`config.mk`:
```
export PLATFORM = sky130hd
export DESIGN_NAME = vla_mem_responder
export DESIGN_NICKNAME = d
export VERILOG_FILES = /design/src/rtl/vla_mem_responder.sv
export SDC_FILE = /design/constraint.sdc
export NUM_CORES = 1
export LEC_CHECK = 0
export BUFFER_PORTS_ARGS = -buffer_cell sky130_fd_sc_hd__buf_2
export CORE_ASPECT_RATIO = 1.75
export CORE_UTILIZATION = 30
export CTS_BUF_LIST = sky130_fd_sc_hd__clkbuf_16
export DETAILED_ROUTE_END_ITERATION = 8
export HOLD_SLACK_MARGIN = 0.12
export SLEW_MARGIN = 20
export SYNTH_ARGS = -nofsm -noshare
export SYNTH_HDL_FRONTEND = slang
export SYNTH_SLANG_ARGS = --single-unit
```
`constraint.sdc`:
```
create_clock -name clk -period 4.7 [get_ports clk]
set_clock_uncertainty 0.2 [all_clocks]
set_input_delay 0.47 -clock clk [delete_from_list [all_inputs] [get_ports clk]]
set_output_delay 0.47 -clock clk [all_outputs]
set_load 0.01 [all_outputs]
```
`src/rtl/vla_mem_responder.sv`:
```
// Memory-side responder for the VLA CPU bus: strobe-protocol checked reads/writes.
// Optional MEM_PROT_EN: suppress commits below PROT_BASE and flag them as errors.
module vla_mem_responder #(
    parameter int AWIDTH    = 5,
    parameter int DWIDTH    = 8,
    parameter int PROT_BASE = 0
) (
    input  logic              clk,
    input  logic              rst,
    input  logic [AWIDTH-1:0] addr,
    input  logic              rd,
    input  logic              data_e,
    input  logic              wr,
    input  logic [DWIDTH-1:0] data_in,
    input  logic              err_clr,
    output logic [DWIDTH-1:0] data_out,
    output logic              data_valid,
    output logic              wr_done,
    output logic              wr_err
);

    typedef enum logic [1:0] {
        IDLE,
        RD,
        WARM,
        WR
    } state_t;

`ifdef MEM_PROT_EN
    localparam bit PROT_ON = 1'b1;
`else
    localparam bit PROT_ON = 1'b0;
`endif

    localparam logic [AWIDTH:0] PBASE = (AWIDTH+1)'(PROT_BASE);

    state_t state, state_n;

    logic [DWIDTH-1:0] mem [2**AWIDTH];

    logic wr_hold;
    logic viol;
    logic commit;
    logic attempt;
    logic rd_load;
    logic valid_n;
    logic prot_ok;

    assign prot_ok = !PROT_ON || ({1'b0, addr} >= PBASE);

    always_comb begin
        state_n = state;
        viol    = 1'b0;
        commit  = 1'b0;
        attempt = 1'b0;
        rd_load = 1'b0;
        valid_n = 1'b0;
        unique case (state)
            IDLE: begin
                if (rd && (wr || data_e)) begin
                    viol = 1'b1;
                end else if (rd) begin
                    state_n = RD;
                end else if (data_e) begin
                    state_n = WARM;
                end else if (wr && !wr_hold) begin
                    viol = 1'b1;
                end
            end
            RD: begin
                if (wr || data_e) begin
                    viol    = 1'b1;
                    state_n = IDLE;
                end else if (rd) begin
                    rd_load = 1'b1;
                    valid_n = 1'b1;
                end else begin
                    state_n = IDLE;
                end
            end
            WARM: begin
                if (rd) begin
                    viol    = 1'b1;
                    state_n = IDLE;
                end else if (wr && data_e && !wr_hold) begin
                    attempt = 1'b1;
                    if (prot_ok) begin
                        commit  = 1'b1;
                        state_n = WR;
                    end else begin
                        viol    = 1'b1;
                        state_n = IDLE;
                    end
                end else if (!data_e) begin
                    // wr without data_e breaks the ordering rule
                    viol    = wr && !wr_hold;
                    state_n = IDLE;
                end
            end
            WR: begin
                state_n = IDLE;
            end
            default: begin
                state_n = IDLE;
            end
        endcase
    end

    always_ff @(posedge clk) begin
        if (rst) begin
            state      <= IDLE;
            data_out   <= '0;
            data_valid <= 1'b0;
            wr_done    <= 1'b0;
            wr_err     <= 1'b0;
            wr_hold    <= 1'b0;
        end else begin
            state      <= state_n;
            data_valid <= valid_n;
            wr_done    <= commit;
            // a held wr after a commit attempt is ignored until released
            wr_hold    <= wr && (wr_hold || attempt);
            if (rd_load) begin
                data_out <= mem[addr];
            end
            if (viol) begin
                wr_err <= 1'b1;
            end else if (err_clr) begin
                wr_err <= 1'b0;
            end
        end
    end

    always_ff @(posedge clk) begin
        if (commit && !rst) begin
            mem[addr] <= data_in;
        end
    end

endmodule

```
* Word level (Yosys, flattened, before mapping) *
Memories as Yosys holds them, arrays and structs flattened. A register that Yosys moved wholly into a read port is not among the register bits.
Cells that the tools add are included.

word-level totals
  flip-flop bits (word level) = 6
  memories kept = 1
  word-level logic and storage cells = 54
  memory bits (writable) = 256
  input port bits = 19
  output and inout port bits = 11

memory list
  name  depth  bits a word  read ports  clocked after memory_dff  write ports  RTL line  text
  mem   32     8            1           1                         1            39        logic [DWIDTH-1:0] mem [2**AWIDTH];

operators by class
  reduce and logical (&&, ||, !) cells = 13
  multiplexer cells = 28
  equality and inequality tests = 7

operators by type and width
  cell                  count
  $mux W1               18
  $mux W2               8
  $pmux W2 S4           1
  $logic_and A1 B1 Y1   6
  $ne A3 B3 Y1 const B  2
  $eq A2 B2 Y1 const B  2
  $ne A4 B4 Y1 const B  1
  $reduce_and A4 Y1     1
  $pmux W1 S3           1
  $eq A2 B1 Y1 const B  1
  $logic_not A1 Y1      2
  $logic_not A2 Y1      1
  $logic_or A1 B1 Y1    2
  $ne A2 B2 Y1 const B  1
  $reduce_bool A2 Y1    1

* Logic depth before layout (Yosys ltp) *
Gate-level depths: netlist (run 1).

  depth after elaboration = 8
  mapped depth = 8
  mapped depth without buffers = 5

* Worst setup path before layout (run 1) *
OpenSTA, ideal clock, no wires.

  path type = input to register
  start = input port addr[4]
  end = memory mem[15][0] (enable)
  setup time = 0.370 ns
  stages = 6
  path buffers = 3
  setup slack = 2.212 ns
  required time = 4.130 ns
  arrival = 1.918 ns
  path through = buf_4 > buf_4 > buf_2 > nor4_1 > nand3_1 > nor2_1

RTL lines
  item         RTL line  text
  from (decl)  10        input logic [AWIDTH-1:0] addr,
  to (decl)    39

No word-level cell before the write port.

* Worst setup path after layout (run 1) *
  start = input port wr
  end = memory mem[14][1] (enable)

between the ends
  word-level cells in the longest chain between the ends = 8

ends and longest elaborated chain
  item                               RTL line  text
  from (decl)                        13        input logic wr,
  $logic_and A1 B1 Y1 (2 in series)  85        end else if (wr && data_e && !wr_hold) begin
  $mux W1                            85
  $mux W1                            --
  $mux W1                            58        unique case (state)
  $logic_and A1 B1 Y1                135       if (commit && !rst) begin
  $mux W1                            135
  $mux W1 (not written as such)      136       mem[addr] <= data_in;

No other way between the ends.

==> results of run 1 <==
cells in the mapped netlist, types with 6 or more instances:
| cell | count | area, µm² |
|---|---|---|
| mux2_2 | 10 | 113 |
| mux4_2 | 29 | 653 |
| or4_1 | 7 | 52.6 |
| edfxtp_1 | 256 | 7690 |
| dfxtp_1 | 14 | 280 |
| clkbuf_1 | 6 | 22.5 |
| o22ai_1 | 20 | 125 |
| nand2_1 | 18 | 67.6 |
| mux2i_1 | 60 | 601 |
| buf_4 | 10 | 75.1 |
| buf_2 | 6 | 30.0 |
| a221oi_1 | 7 | 61.3 |
| nor2_1 | 52 | 195 |
| a211oi_1 | 8 | 60.1 |
| buf_6 | 6 | 67.6 |
| a21oi_1 | 8 | 40.0 |
power by group:
group / total, mW / internal, mW / switching [mW]
clock: 1.88 / 1.06 / 0.824
combinational: 0.216 / 0.0722 / 0.144
sequential: 2.64 / 2.63 / 0.00462
total: 4.73 / 3.76 / 0.973
kinds of logic after synthesis:
kind of cell           synth area share (%)
flip-flops                             74.8
AND/OR/NAND/NOR                        5.52
multiplexers                           12.8
AO/OA/AOI/OAI                          4.71
buffers and inverters                  2.11
flip-flops by register name, indices dropped and copies added (netlist names):
register	cells
mem	256
data_out	8
state	2
data_valid	1
wr_done	1
wr_err	1
wr_hold	1
final timing paths:
path	to	slack, ps	depth (start not counted)
worst max-delay path	mem[14][1]$_DFFE_PP_	1740	6
worst min-delay path	state[1]$_SDFFE_PP0P_	150	3
worst max register to register	mem[14][1]$_DFFE_PP_	1740	4
worst min register to register	wr_hold$_SDFF_PP0_	310	2
final cells by class:
class / instances / area share [%]
inverters: 3 / 0.0940
multi-input cells: 284 / 20.5
clock inverters: 17 / 1.31
repair buffers: 38 / 1.94
well taps: 460 / 4.81
flip-flops and latches: 270 / 66.5
clock buffers: 23 / 4.81
worst max-delay path, cell delays in order:
cell	delay (ps)
dlygate4sd3_1	520
buf_2	180
nand2_1	180
nor4_1	530
nand3_1	260
nor2_1	750
metal layers:
layer  global-route usage, %  vias to the layer above  part of all wire [%]
met5                       0                        -                     0
met1                    14.2                     2817                    35
met3                    1.45                       29                   3.1
met4                    4.69                        0                   2.4
li1                        -                     2424                     -
met2                    28.7                      121                    60
cells in the final DEF, fill, tap and decap left out, types with 3 or more instances in the layout:
cell / instances
or4_1: 7
nand2b_1: 5
nor2b_1: 4
nor4_1: 3
mux2i_1: 60
edfxtp_1: 256
nand4bb_1: 3
clkbuf_16: 23
nand3_1: 4
mux2_2: 10
o22ai_1: 20
inv_1: 9
buf_4: 7
nand2_1: 18
o32ai_1: 5
mux4_2: 29
a22o_1: 5
clkinv_2: 4
buf_2: 28
a211oi_1: 8
a21oi_1: 8
nor3_1: 5
o21ai_0: 5
bufinv_16: 3
nor2_1: 52
dfxtp_1: 14
a221oi_1: 7
stage by stage:
stage / hold WS, ps / power, mW / instances
after global placement: 271 / 2.91 / 1053
after floorplan: 258 / 2.82 / 590
after CTS: 139 / 4.76 / 1095
final: 153 / 4.73 / 1095
after global routing: 158 / 4.85 / 1095
after detailed placement: 282 / 2.91 / 1053
==> flow_metrics.py, run 1 <==
metrics = {
    "timing": {
        "hold_viol": 0,
        "final-setup-viol-count": 0,
        "worst_pin_slew_ps": 904,
        "fin_crit_sh_pct": 63.0,
        "report.final.slew_viol_count": 0,
        "fin_ws_ps": 1740,
        "fmax_ghz": 0.338,
        "finalCriticalPeriod_ps": 2960,
        "max_slew_margin_pct": 39.2,
        "rsz0062_at_grt": "no",
        "fin_setup_tns_ps": 0,
    },
    "clock_network": {
        "path_clk_slew_ps": 70,
        "clockBufferDepth": 3,
        "clkLatencyLatePin_ps": 520,
        "post-cts-setup-buffers": 0,
        "cts_tree": "yes",
        "h-tree-depth": 1,
        "root_buffer": "clkbuf_16",
        "cts_buffers": 22,
        "holdBufCountCts": 2,
        "ctsResizeCount": 0,
        "clkSinkCount": 270,
    },
    "worst_setup_path": {
        "crit_start": "wr",
        "cp.arrival_ps": 2900,
        "r2r-start": "state[0]$_SDFFE_PP0P_",
        "cp_max_fo": 8,
        "critPathCaptureType": "flop",
        "critPathKind": "in -> reg",
        "crit_path_start_kind": "input pin",
        "crit_required_ps": 4640,
    },
    "floorplan": {
        "rows": 90,
        "initial_core_util_pct": 30.7,
        "dieArea_um2": 36300,
        "chipHeight_um": 251,
        "core_um2": 34700,
        "io_pins": 30,
        "fp.dieW_um": 144,
    },
    "yosys": {
        "synth_top_flop_cell": "edfxtp_1",
        "synthArstFlopShare_pct": 0,
        "syn-num-nets": 609,
        "synthCells": 590,
        "synth_area_um2": 10600,
        "ys_ff_latch": 270,
        "yosysWarnings": 0,
        "synth.distinct_cells": 48,
        "ys_seq_area_share_pct": 74.8,
        "syn_area_per_cell_um2": 18.0,
        "synth-edff-count": 256,
    },
    "global_route": {
        "antenna_found_initial": 0,
        "grt_max_degree": 47,
        "grt_pass1_vias": 5478,
        "grt-ovfl-total": 0,
        "track_usage_pct": 14.1,
        "grt_pass1_wl_um": 36400,
    },
    "finish": {
        "final_cell_area_um2": 12000,
        "n_antenna_cell": 0,
        "seqCellArea_um2": 7970,
        "layout-drive-gt1-share_pct": 17.6,
        "fin_nets": 638,
        "area_growth_pct": 12.5,
        "fin_util_pct": 34.5,
        "multi_input_area_um2": 2460,
        "num-fill-cells": 3347,
    },
    "job": {
        "cap_violations": 0,
    },
    "pwr": {
        "powerDensity_nw_per_um2": 395,
        "power_leakage_nw": 3.83,
        "vdd.ir_drop.worst_mv": 0.194,
    },
    "place": {
        "place_area_um2": 11200,
        "dpl.hpwl_um": 17000,
        "place_congestion": 0.815,
        "place_ws_ps": 1360,
        "port_buffers": 29,
    },
    "routing": {
        "vias_per_cell": 4.92,
        "post_drt_wl_per_cell_um": 22.7,
        "ant_nets": 0,
        "route.detailed.drc": 0,
        "drt_wl_total_um": 24800,
        "vias": 5391,
        "first_iter_violations": 436,
        "first_pass_iters": 4,
    },
    "status": {
        "outcome": "finished clean",
    },
    "hold_path": {
        "min-delay-start": "rd",
        "hp-class": "in -> reg",
    },
}
Power figures use the tool's default switching activity.
==> inputs of run 2 (changes only) <==
ABC_AREA = 1   (was unset)
clock period = 3.01 ns   (was 4.7 ns; I/O delays follow)
==> run 2 against run 1 <==
  * The flow now finishes with violations (design-rule violations)
  * Cell area increased by 8.8%
  * Power is 55% higher
  * Via count grew 41%
  * Sequential share of layout area decreased by 5.4 points
  * Clock power rose by 49%
  * First-iteration DRC count is 26% higher
  * Utilization up 0.21 points
  * Sequential power increased by 56%
  * Die area rose by 6.6%
  * Cell count is 53% higher
==> flow_metrics.py, run 2 <==
metrics = {
    "status": {
        "outcome": "finished with violations",
        "violations": "design-rule violations",
    },
    "worst_setup_path": {
        "cp.arrival_ps": 3050,
        "crit_slowest_cell": "dlygate4sd3_1",
        "critPathCaptureType": "flop",
        "crit_path_frequent_cell": "dlygate4sd3_1",
        "crit_buf_inv": 4,
        "crit_cells": 10,
        "critPathKind": "in -> reg",
        "crit_path_start_kind": "input pin",
        "reg2reg_setup_slack_ps": 480,
        "r2r_end": "state[1]$_SDFFE_PP0P_",
        "crit_required_ps": 3230,
        "crit_family": "buffers and inverters",
        "r2r-start": "state[1]$_SDFFE_PP0P_",
        "cp_max_fo": 19,
        "crit_chain": "dlygate4sd3_1, buf_2, nor2_1, nand4_4, nand3_1, nor2_1, nand2_1, dlygate4sd3_1, a21oi_1, dlygate4sd3_1",
        "slowest_delay_ps": 550,
        "reg2reg_depth": 8,
    },
    "clock_network": {
        "root_buffer": "clkbuf_16",
        "path_clk_slew_ps": 70,
        "clkLatencyLatePin_ps": 530,
        "h-tree-depth": 1,
        "clockBufferDepth": 3,
        "post-cts-setup-buffers": 0,
        "clkSinkCount": 270,
        "cts_buffers": 24,
        "cts_tree": "yes",
    },
    "hold_path": {
        "hold_depth": 3,
        "hp-class": "in -> reg",
        "whs_endpoint": "mem[20][3]$_DFFE_PP_",
        "min-delay-start": "addr[3]",
    },
    "finish": {
        "regMostFlops": "mem",
        "layout.cells.non_filler": 1679,
        "final_cell_area_um2": 13000,
        "area_growth_pct": 14.7,
        "layout-drive-gt1-share_pct": 9.85,
        "top_regs": "mem x256, data_out x8, state x2",
        "largest_register_ffs": 256,
        "layout.cells.most_common_list": "642 x nand2_1, 256 x edfxtp_1, 56 x nor2_1, 47 x inv_1, 43 x buf_4",
        "layout_commonest_cell": "nand2_1",
        "num-fill-cells": 3661,
        "fin_nets": 1199,
    },
    "timing": {
        "report.final.slew_viol_count": 0,
        "finalCriticalPeriod_ps": 2830,
        "worst_pin_slew_ps": 849,
        "final-setup-viol-count": 0,
        "hold_viol": 0,
        "fin_crit_sh_pct": 94.2,
        "fin_setup_tns_ps": 0,
        "fmax_ghz": 0.353,
        "holdWs_ps": 184,
        "rsz0062_at_grt": "no",
        "max_slew_margin_pct": 43.4,
    },
    "yosys": {
        "ys_ff_latch": 270,
        "ys_top_cells_by_area": "edfxtp_1 68%, nand2_1 21%, dfxtp_1 2.5%, nor2_1 1.8%, nand3_1 1.2%",
        "synthCells": 1115,
        "syn_area_per_cell_um2": 10.2,
        "synth_area_um2": 11400,
        "synth.distinct_cells": 23,
        "synth_top_flop_cell": "edfxtp_1",
        "synth_commonest_cells": "642 x nand2_1, 256 x edfxtp_1, 56 x nor2_1, 37 x inv_1, 28 x nand3_1",
        "synth_top_area_share_pct": 67.7,
        "synth_top_area_cell": "edfxtp_1",
        "yosysWarnings": 0,
        "synth-edff-count": 256,
        "synth.most_common_cell": "nand2_1",
        "synthArstFlopShare_pct": 0,
        "ys_seq_area_share_pct": 70.1,
        "syn-num-nets": 1134,
    },
    "routing": {
        "vias": 7607,
        "first_iter_violations": 550,
        "route.detailed.drc": 2,
        "vias_per_cell": 4.53,
        "first_pass_iters": 6,
        "ant_nets": 0,
        "post_drt_wl_per_cell_um": 17.0,
        "drt_wl_total_um": 28500,
    },
    "floorplan": {
        "dieArea_um2": 38700,
        "initial_core_util_pct": 30.3,
        "io_pins": 30,
        "core_um2": 37500,
        "rows": 94,
        "fp.dieW_um": 149,
        "chipHeight_um": 259,
    },
    "pwr": {
        "power_leakage_nw": 5.34,
        "powerDensity_nw_per_um2": 564,
        "total_power_mw": 7.35,
        "vdd.ir_drop.worst_mv": 0.323,
    },
    "global_route": {
        "use_met1_pct": 15.3,
        "antenna_found_initial": 3,
        "grt_pass1_wl_um": 42900,
        "grt_pass1_vias": 7679,
        "grt_max_degree": 58,
        "grt_util_met3_pct": 1.88,
        "top_usage_layer": "met2",
        "track_usage_pct": 15.0,
        "grtUsageMet2_pct": 28.8,
        "grt-ovfl-total": 0,
    },
    "place": {
        "dpl.hpwl_um": 18000,
        "place_congestion": 0.886,
        "dp_cells": 1624,
        "port_buffers": 29,
        "place_area_um2": 12200,
    },
    "job": {
        "cap_violations": 0,
    },
}
run 2: worst reg2reg max path: stages (launching register included):
cell and delay [ps]:
dfxtp_1 330, inv_1 120, nand4_4 280, nand3_1 190, nor2_1 70, nand2_1 70
dlygate4sd3_1 550, a21oi_1 50, dlygate4sd3_1 550
run 2: metrics by stage:
| stage | worst slack (ps) | util [%] |
|---|---|---|
| 6_report | 176 | 34.7 |
| 5_1_grt | 32.5 | 34.7 |
| 4_1_cts | 102 | 34.7 |
| 3_5_place_dp | 418 | 32.6 |
| 3_3_place_gp | 419 | 32.6 |
| 2_1_floorplan | 582 | - |
run 2: repair_timing:
item / 4_1_cts / 5_1_grt
hold endpoints to repair: 13 / 0
setup endpoints to repair: 0 / 1
hold buffers: 10 / 0
gates resized for setup: 0 / 1
run 2: logic make-up (layout without fill, tap and decap cells):
family	count (synthesis)	count (layout)	share of synthesized area, %
compound gates	17	17	0.782
buf+inv	85	168	3.56
other cells	0	1	0
flops	270	270	70.1
simple gates	743	743	25.5
run 2: layout make-up:
cell class	instances	area [µm²]	area share, %
Timing Repair Buffer	83	603	4.63
Tap cell	480	601	4.61
Clock inverter	19	78.8	0.605
Antenna cell	1	2.50	0.0192
Inverter	41	155	1.19
Sequential cell	270	7970	61.1
Clock buffer	25	626	4.80
Multi-Input combinational cell	760	3000	23.0
run 2: how the worst max path moves through the flow:
stage / from / end / slack (ps)
detailed placement: addr[0] / mem[17][1]$_DFFE_PP_ / 420
finish: wr / state[1]$_SDFFE_PP0P_ / 180
CTS: wr / state[1]$_SDFFE_PP0P_ / 100
floorplan: state[0]$_SDFFE_PP0P_ / mem[16][0]$_DFFE_PP_ / 580
global route: wr / state[1]$_SDFFE_PP0P_ / 30
global placement: addr[0] / mem[25][0]$_DFFE_PP_ / 420
run 2: layer usage:
metal  part of all wire [%]  routed length [µm]  vias up
met5                   0.13                  36        -
met4                    4.8                1360        6
met3                    3.5                1010       63
met2                     55               15700      150
met1                     36               10400     3655
li1                       -                   -     3733
run 2: power breakdown:
| part | switching (mW) | internal (mW) | total, mW |
|---|---|---|---|
| sequential | 0.00416 | 4.11 | 4.12 |
| combinational | 0.328 | 0.110 | 0.438 |
| clock | 1.30 | 1.49 | 2.80 |
| total | 1.63 | 5.72 | 7.35 |
